[src/rtl/alu_chain_seq_if.sv]
// Bus bundle for alu_chain_seq: control-side request/result and the byte-wide ALU link.
// Optional ALU_SEQ_CMP_EN adds the cmp_only request bit.
interface alu_chain_seq_if #(
  parameter int NBYTES = 4
);
  logic                  start;
  logic                  ready;
  logic [1:0]            op_sel;
  logic [8*NBYTES-1:0]   opa;
  logic [8*NBYTES-1:0]   opb;
  logic [7:0]            flags_base;
  logic [7:0]            alu_a;
  logic [7:0]            alu_b;
  logic [3:0]            alu_op;
  logic [7:0]            alu_flags_in;
  logic [7:0]            alu_result;
  logic [7:0]            alu_flags_out;
  logic                  done;
  logic [8*NBYTES-1:0]   result;
  logic                  flag_c;
  logic                  flag_z;
  logic                  flag_n;
  logic                  flag_v;
`ifdef ALU_SEQ_CMP_EN
  logic                  cmp_only;
`endif

  modport master (
`ifdef ALU_SEQ_CMP_EN
    input  cmp_only,
`endif
    input  start, op_sel, opa, opb, flags_base, alu_result, alu_flags_out,
    output ready, alu_a, alu_b, alu_op, alu_flags_in, done, result,
           flag_c, flag_z, flag_n, flag_v
  );

  modport slave (
`ifdef ALU_SEQ_CMP_EN
    output cmp_only,
`endif
    output start, op_sel, opa, opb, flags_base, alu_result, alu_flags_out,
    input  ready, alu_a, alu_b, alu_op, alu_flags_in, done, result,
           flag_c, flag_z, flag_n, flag_v
  );
endinterface

[src/rtl/alu_chain_seq.sv]
// Multi-byte ADD/SUB/AND/XOR sequencer driving an 8-bit combinational ALU, LSB first.
// Optional ALU_SEQ_CMP_EN: cmp_only with SUB updates flags but leaves result untouched.
module alu_chain_seq #(
  parameter int NBYTES = 4
) (
  input logic           clk,
  input logic           rst,
  alu_chain_seq_if.master bus
);
  localparam int W  = 8 * NBYTES;
  localparam int IW = $clog2(NBYTES);
  localparam logic [IW-1:0] LAST = IW'(NBYTES - 1);

  typedef enum logic [1:0] {IDLE, RUN, DONE} state_e;
  typedef enum logic [1:0] {OP_ADD, OP_SUB, OP_AND, OP_XOR} op_e;
  typedef enum logic [3:0] {
    ALU_ADD  = 4'h0, ALU_SUB = 4'h1, ALU_ADC = 4'h2, ALU_SBC = 4'h3,
    ALU_AND  = 4'h4, ALU_XOR = 4'h6, ALU_PASS = 4'hD
  } alu_op_e;

  state_e          state_q, state_d;
  op_e             op_q;
  logic [W-1:0]    opa_q, opb_q, result_q;
  logic [IW-1:0]   idx_q;
  logic            cy_q, zacc_q, cmp_q;
  logic            flag_c_q, flag_z_q, flag_n_q, flag_v_q;
  logic [7:0]      a_byte, b_byte;
  logic            unused_flags;

  assign unused_flags = ^{bus.alu_flags_out[7:4], bus.flags_base[0]};

  always_comb begin
    a_byte = '0;
    b_byte = '0;
    for (int unsigned k = 0; k < NBYTES; k++) begin
      if (idx_q == IW'(k)) begin
        a_byte = opa_q[8*k +: 8];
        b_byte = opb_q[8*k +: 8];
      end
    end
  end

  always_comb begin
    state_d          = state_q;
    bus.alu_a        = '0;
    bus.alu_b        = '0;
    bus.alu_op       = ALU_PASS;
    bus.alu_flags_in = {bus.flags_base[7:1], 1'b0};
    case (state_q)
      IDLE: if (bus.start) state_d = RUN;
      RUN: begin
        bus.alu_a        = a_byte;
        bus.alu_b        = b_byte;
        bus.alu_flags_in = {bus.flags_base[7:1], cy_q};
        case (op_q)
          OP_ADD:  bus.alu_op = (idx_q == '0) ? ALU_ADD : ALU_ADC;
          OP_SUB:  bus.alu_op = (idx_q == '0) ? ALU_SUB : ALU_SBC;
          OP_AND:  bus.alu_op = ALU_AND;
          default: bus.alu_op = ALU_XOR;
        endcase
        if (idx_q == LAST) state_d = DONE;
      end
      default: state_d = IDLE;
    endcase
  end

`ifdef ALU_SEQ_CMP_EN
  always_ff @(posedge clk or posedge rst) begin
    if (rst)                                 cmp_q <= 1'b0;
    else if (state_q == IDLE && bus.start)   cmp_q <= bus.cmp_only;
  end
`else
  assign cmp_q = 1'b0;
`endif

  always_ff @(posedge clk or posedge rst) begin
    if (rst) begin
      state_q  <= IDLE;
      op_q     <= OP_ADD;
      opa_q    <= '0;
      opb_q    <= '0;
      result_q <= '0;
      idx_q    <= '0;
      cy_q     <= 1'b0;
      zacc_q   <= 1'b1;
      flag_c_q <= 1'b0;
      flag_z_q <= 1'b0;
      flag_n_q <= 1'b0;
      flag_v_q <= 1'b0;
    end else begin
      state_q <= state_d;
      case (state_q)
        IDLE: if (bus.start) begin
          op_q   <= op_e'(bus.op_sel);
          opa_q  <= bus.opa;
          opb_q  <= bus.opb;
          cy_q   <= 1'b0;
          zacc_q <= 1'b1;
          idx_q  <= '0;
        end
        RUN: begin
          // compare-only SUB keeps the previous result; flags still track the subtraction
          if (!(cmp_q && op_q == OP_SUB)) begin
            for (int unsigned k = 0; k < NBYTES; k++)
              if (idx_q == IW'(k)) result_q[8*k +: 8] <= bus.alu_result;
          end
          cy_q   <= bus.alu_flags_out[0];
          zacc_q <= zacc_q & bus.alu_flags_out[1];
          idx_q  <= idx_q + 1'b1;
          if (idx_q == LAST) begin
            flag_c_q <= bus.alu_flags_out[0];
            flag_n_q <= bus.alu_flags_out[2];
            flag_v_q <= bus.alu_flags_out[3];
            flag_z_q <= zacc_q & bus.alu_flags_out[1];
          end
        end
        default: ;
      endcase
    end
  end

  assign bus.ready  = (state_q == IDLE);
  assign bus.done   = (state_q == DONE);
  assign bus.result = result_q;
  assign bus.flag_c = flag_c_q;
  assign bus.flag_z = flag_z_q;
  assign bus.flag_n = flag_n_q;
  assign bus.flag_v = flag_v_q;
endmodule

[src/flat_wrapper.sv]
// flat-port wrapper written by rule: the top's interface ports become plain ports
module alu_chain_seq_flat 
#(
  parameter int NBYTES = 4
)
  (clk, rst, bus_start, bus_op_sel, bus_opa, bus_opb, bus_flags_base, bus_alu_result, bus_alu_flags_out, bus_ready, bus_alu_a, bus_alu_b, bus_alu_op, bus_alu_flags_in, bus_done, bus_result, bus_flag_c, bus_flag_z, bus_flag_n, bus_flag_v);
  alu_chain_seq_if #(.NBYTES(NBYTES)) bus_i ();
  input logic clk;
  input logic rst;
  input wire logic [$bits(bus_i.start)-1:0] bus_start;
  input wire logic [$bits(bus_i.op_sel)-1:0] bus_op_sel;
  input wire logic [$bits(bus_i.opa)-1:0] bus_opa;
  input wire logic [$bits(bus_i.opb)-1:0] bus_opb;
  input wire logic [$bits(bus_i.flags_base)-1:0] bus_flags_base;
  input wire logic [$bits(bus_i.alu_result)-1:0] bus_alu_result;
  input wire logic [$bits(bus_i.alu_flags_out)-1:0] bus_alu_flags_out;
  output wire logic [$bits(bus_i.ready)-1:0] bus_ready;
  output wire logic [$bits(bus_i.alu_a)-1:0] bus_alu_a;
  output wire logic [$bits(bus_i.alu_b)-1:0] bus_alu_b;
  output wire logic [$bits(bus_i.alu_op)-1:0] bus_alu_op;
  output wire logic [$bits(bus_i.alu_flags_in)-1:0] bus_alu_flags_in;
  output wire logic [$bits(bus_i.done)-1:0] bus_done;
  output wire logic [$bits(bus_i.result)-1:0] bus_result;
  output wire logic [$bits(bus_i.flag_c)-1:0] bus_flag_c;
  output wire logic [$bits(bus_i.flag_z)-1:0] bus_flag_z;
  output wire logic [$bits(bus_i.flag_n)-1:0] bus_flag_n;
  output wire logic [$bits(bus_i.flag_v)-1:0] bus_flag_v;
  assign bus_i.start = bus_start;
  assign bus_i.op_sel = bus_op_sel;
  assign bus_i.opa = bus_opa;
  assign bus_i.opb = bus_opb;
  assign bus_i.flags_base = bus_flags_base;
  assign bus_i.alu_result = bus_alu_result;
  assign bus_i.alu_flags_out = bus_alu_flags_out;
  assign bus_ready = bus_i.ready;
  assign bus_alu_a = bus_i.alu_a;
  assign bus_alu_b = bus_i.alu_b;
  assign bus_alu_op = bus_i.alu_op;
  assign bus_alu_flags_in = bus_i.alu_flags_in;
  assign bus_done = bus_i.done;
  assign bus_result = bus_i.result;
  assign bus_flag_c = bus_i.flag_c;
  assign bus_flag_z = bus_i.flag_z;
  assign bus_flag_n = bus_i.flag_n;
  assign bus_flag_v = bus_i.flag_v;
  alu_chain_seq #(.NBYTES(NBYTES)) u_core (.clk(clk), .rst(rst), .bus(bus_i));
endmodule
[config.mk]
export PLATFORM = sky130hd
export DESIGN_NAME = alu_chain_seq_flat
export DESIGN_NICKNAME = d
export VERILOG_FILES = /design/src/rtl/alu_chain_seq_if.sv /design/src/rtl/alu_chain_seq.sv /design/src/flat_wrapper.sv
export SDC_FILE = /design/constraint.sdc
export NUM_CORES = 1
export LEC_CHECK = 0
export CORE_AREA = 2 2 76 151
export CTS_CLUSTER_DIAMETER = 30
export CTS_CLUSTER_SIZE = 24
export DETAILED_ROUTE_END_ITERATION = 8
export DIE_AREA = 0 0 78 153
export GPL_ROUTABILITY_DRIVEN = 1
export GPL_TIMING_DRIVEN = 1
export PLACE_DENSITY = 0.77
export SYNTH_ARGS = -nofsm -noshare
export SYNTH_HDL_FRONTEND = slang
export SYNTH_SLANG_ARGS = --single-unit
[constraint.sdc]
create_clock -name clk -period 3.45 [get_ports clk]
set_input_delay 0.345 -clock clk [delete_from_list [all_inputs] [get_ports clk]]
set_output_delay 0.345 -clock clk [all_outputs]
set_load 0.01 [all_outputs]
After elaboration in Yosys (flattened, before gate mapping)
Index checks and enable logic that the tools add are counted.
- add/sub/neg operators: 1
- equality and inequality tests: 9
- mux-type cells: 24
- bitwise logic cells: 1
- reductions and logical operators: 11
- operators by type and width (cell ; count):
    8-bit 2-to-1 mux ; 10
    2-bit AND reduction ; 7
    4-bit case mux with 3 select lines ; 1
    2-bit 2-to-1 mux ; 5
    2-bit equality test, second input constant ; 4
    2-bit case mux with 2 select lines ; 2
    2-bit by 1-bit equality test with 1-bit output, second input constant ; 3
    2-bit zero test ; 3
    4-bit 2-to-1 mux ; 1
    1-bit case mux with 2 select lines ; 2
    1-bit 2-to-1 mux ; 3
    2-bit by 1-bit adder with 2-bit output, second input constant ; 1
    2-bit by 1-bit != test with 1-bit output, second input constant ; 1
    2-bit != test, second input constant ; 1
    2-bit nonzero test ; 1
    1-bit bitwise AND ; 1
- flip-flop bits (word level): 108
- input port bits: 93

Logic depth before layout (Yosys ltp)
- word-level depth: 6
- depth in mapped cells: 8
- mapped depth without buffers: 5

Worst setup path after synthesis
OpenSTA, ideal clock, no wires.
- path type: reg-to-output
- start point: register u_core.idx_q[1]
- end point: output port bus_alu_a[0]
- arrival: 1.538 ns
- required time: 3.105 ns
- slack: 1.567 ns
- stages on the path, launching flop included: 9
- buffers on the path: 3
- cell sequence: dfrtp_1 inv_1 ha_1 buf_6 nor2b_1 buf_4 buf_6 a221oi_1 o41ai_2
- word-level cells in the longest chain between the ends: 6
- elaborated cells on any way between the ends: 9
- those cells by class: eq/ne (3); mux (5); reduce/logical (1)
- ends and longest elaborated chain (what ; RTL line ; text):
    from (decl) ; alu_chain_seq.sv:24 ; logic [IW-1:0] idx_q;
    from (signal assigned) ; alu_chain_seq.sv:109 ; idx_q <= idx_q + 1'b1;
    2-bit zero test ; alu_chain_seq.sv:36 ; if (idx_q == IW'(k)) begin
    8-bit 2-to-1 mux (3 in a row) ; alu_chain_seq.sv:36 ;
    8-bit 2-to-1 mux (*) ; alu_chain_seq.sv:36 ;
    8-bit 2-to-1 mux (*) ; alu_chain_seq.sv:49 ; case (state_q)
    to (decl) ; flat_wrapper.sv:18 ; output wire logic [$bits(bus_i.alu_a)-1:0] bus_alu_a;
Every way passes the cells marked *; elsewhere a longest branch is shown, timed or not.

Worst setup path after layout
- start point: register u_core.idx_q[0]
- end point: output port bus_alu_a[4]
Same word-level chain as after synthesis.

==> results.txt <==
----------------------------------------------------
[CTS]
  Postcts setup bufs ... 0
  Sink Count ... 108
  Resized cells post-CTS ... 0
  Clock-pin transition on the worst setup and hold timing paths ... 0.07 ns
  Clk Latency, worst-skew pair ... 0.34 ns
  Total of hold buffers inserted after clock tree synthesis ... 0
  Buffer cell driving the clock tree root ... clkbuf_16
  Number of buffers created by CTS ... 9
  CTS Buffer Depth ... 2
  CTS H-tree depth ... 3
  Clock tree from TritonCTS ... done

[Global routing]
  Via count of the first global-routing pass ... 3,806
  Overall track demand over capacity in global routing ... 20.7%
  Overflow left after global routing ... 0
  Largest net degree at the start of global routing ... 73
  Wire length of the first global-routing pass ... 19.1 mm
  Antenna violations before repair ... 2

[Setup path]
  Largest stage delay on the critical path ... 0.76 ns
  Worst Setup End Kind ... output port
  Crit path kind ... register to output port
  R2r worst-path depth ... 4
  R2r setup slk ... 1.29 ns
  Slowest-stage cell, CP ... ha_1
  Required arrival time at the worst endpoint ... 3.11 ns
  Startpoint Class ... register
  Chain of cells forming the critical path ... inv_1 -> ha_1 -> buf_4 -> a221oi_1 -> o41ai_2 -> clkdlybuf4s50_1
  R2R Path Start ... u_core.idx_q[0]
  WP data arrival ... 2.88 ns
  Reg-to-Reg End ... u_core.bus.result[18]
  Critical Path Fanout Max ... 22

[Hold path]
  Classification of the worst-slack hold path ... input port to async pin

[Power]
  Pwr Total ... 0.00637 W
  Largest voltage drop on the vdd net ... 0.557 mV
  Cell Pwr Density ... 970 mW/mm^2
  Static leakage ... 2.69 nW

[Detailed routing]
  Post-detailed-route DRC marker count ... 0
  Via/cell ratio ... 5.32
  WL met3 ... 733 um
  Highest metal layer used by the detailed router ... met4
  Average wire per cell in the routed design ... 19.4 um
  Final wirelength ... 11.9 mm
  Count of routing violations after the opening detailed-route iteration ... 130
  Via count of the routed design ... 3,282
  First-pass iteration count of the detailed router ... 4
  Metal-1 WL ... 4.29 mm
  Met2 WL post-DR ... 6.67 mm
  Antenna-violating nets left ... 0

[Synth]
  Yosys warnings ... 0
  Unique masters post-synth ... 31
  XOR/XNOR Fraction of Synth Area ... 0%
  Share of synthesized flip-flops with an asynchronous set or reset ... 100%
  Synthesized flop and latch total ... 108
  Simple-gate share of the synthesized area ... 5.95%
  Adder and majority gate portion of the synthesized area ... 1.03%
  Synth Cell Area ... 0.00485 mm^2
  Number of enable flip-flop cells after synthesis ... 0
  Synth Area per Inst ... 14.2 um^2
  Compound-Gate Fraction of Synth Area ... 9.05%
  Multiplexer fraction of the synthesized cell area ... 23.2%
  Predominant post-synthesis flop cell ... dfrtp_1
  Synthesized instance count ... 343
  Net count after synthesis ... 440
  Share of the yosys chip area belonging to registers ... 55.7%
  Main combinational cell family by area after synthesis ... multiplexers

[Cells and area]
  Share of final-layout standard cells stronger than drive strength 1 ... 30.9%
  Most common cell after layout, fill and taps aside ... clkdlybuf4s50_1
  Total Nets Final ... 567
  Post-Layout Inst Area ... 0.00657 mm^2
  Area overhead of the layout relative to synthesis ... 35.4%
  Top library cells by usage in the layout, fill and taps aside ... 139 x clkdlybuf4s50_1, 107 x dfrtp_1, 100 x mux2_2, 17 x nor2b_1

[Die]
  Die footprint ... 0.0119 mm^2
  Number of top-level pins ... 159
  Die width ... 78 um
  Num rows ... 54
  Core Box Area ... 0.0108 mm^2
  Initial core utilization ... 44.9%
  Die height ... 153 um

[Placement]
  DP HPWL ... 8.35 mm
  Setup WS pre-CTS ... 0.565 ns
  Area of placed instances ... 0.00629 mm^2
  Port Buf Inserts ... 139
  Final weighted congestion in routability-driven placement ... 0.766

[STA]
  Final hold violation count ... 0
  Final worst-path setup slack ... 0.221 ns
  Final-layout worst hold slack ... 0.450 ns
  Worst Tran Pin Value ... 0.898 ns
  Setup tns final ... 0 ns
  Max Slew Vio Count ... 0
  Crit path time final ... 3.23 ns
  Fin Clk Skew ... 0.00763 ns
  Period Utilization, post-route ... 93.6%
  Remaining max-slew budget at the tightest pin ... 40.1%
  Unrepaired setup endpoints after global routing ... false
  FMAX ... 310 MHz
  Count of final setup violators ... 0

[Outcome]
  Status ... completed

[Job]
  Number of maximum-capacitance violations ... 0

----------------------------------------------------
-- power by group --
part | switching [W] | internal [W] | total, W | leakage, nW
Clock | 0.000457 | 0.000498 | 0.000955 | 0.137
Sequential | 0.000353 | 0.00192 | 0.00228 | 1.27
Combinational | 0.00137 | 0.00177 | 0.00314 | 1.28
-- cells by family (layout without fill, tap and decap cells) --
logic type               after synthesis  count (layout)
AO/OA/AOI/OAI                         41              41
adder cells (fa/ha/maj)                4               4
buffers and inverters                 38             170
flip-flops                           108             108
multiplexers                         100             100
other                                  0               2
AND/OR/NAND/NOR                       52              52
-- cell type report --
| type | count | area [um^2] |
|---|---|---|
| clock inverters | 6 | 48.8 |
| multi-input cells | 197 | 1910 |
| inverters | 6 | 27.5 |
| diodes | 2 | 5.00 |
| fillers | 874 | 4240 |
| repair buffers | 148 | 1470 |
| flip-flops and latches | 108 | 2700 |
| clock buffers | 10 | 229 |
| well taps | 140 | 175 |
-- routing by layer --
layer / vias up / track usage [%]
met4: 0 / 8.69
met1: 1679 / 21.8
li1: 1493 / -
met5: - / 0
met3: 12 / 5.67
met2: 98 / 38.0
-- worst max-delay path by stage --
| stage | start | to | slack, ns | depth (start not counted) |
|---|---|---|---|---|
| finish | u_core.idx_q[0] | bus_alu_a[4] | 0.22 | 6 |
| detailed placement | u_core.idx_q[0] | bus_alu_a[4] | 0.56 | 6 |
| global placement | u_core.idx_q[0] | bus_alu_a[3] | 0.61 | 6 |
| floorplan | rst | u_core.bus.flag_c | 0.26 | 1 |
| CTS | u_core.idx_q[0] | bus_alu_a[3] | 0.19 | 6 |
| global route | u_core.idx_q[0] | bus_alu_a[3] | 0.1 | 6 |
-- metrics by stage --
step                utilization [%]  instances
floorplan                         -        343
global placement               58.2        599
detailed placement             58.2        599
CTS                            60.8        615
global route                   60.8        617
finish                         60.8        617
-- registers in the layout, summed over array words and instances, names as in the netlist --
register           cells
u_core.bus.flag_c      1
u_core.bus.flag_n      1
u_core.bus.flag_v      1
u_core.bus.flag_z      1
u_core.bus.result     32
u_core.cy_q            1
u_core.idx_q           2
u_core.op_q            2
u_core.opa_q          32
u_core.opb_q          32
u_core.state_q         2
u_core.zacc_q          1
-- Yosys cell counts, types with 4 or more instances --
cell type,n,area share [%]
mux2_2,100,23
nand3_1,16,1.6
buf_4,15,2.3
buf_6,5,1.2
o21ai_0,5,0.52
nand2_1,6,0.46
buf_2,6,0.62
o41ai_2,14,4.7
clkbuf_1,5,0.39
nor2b_1,17,2.2
a221oi_1,16,2.9
ha_1,4,1.0
dfrtp_1,107,55
inv_1,5,0.39
-- worst max-delay path: cells and delay by family, from the launching register on --
| kind | cells | cell delay [ns] |
|---|---|---|
| flops | 1 | 0.42 |
| buf+inv | 3 | 1.00 |
| fa+ha+maj | 1 | 0.76 |
| compound gates | 2 | 0.38 |
Note: power is estimated with default switching activity, not from simulation.
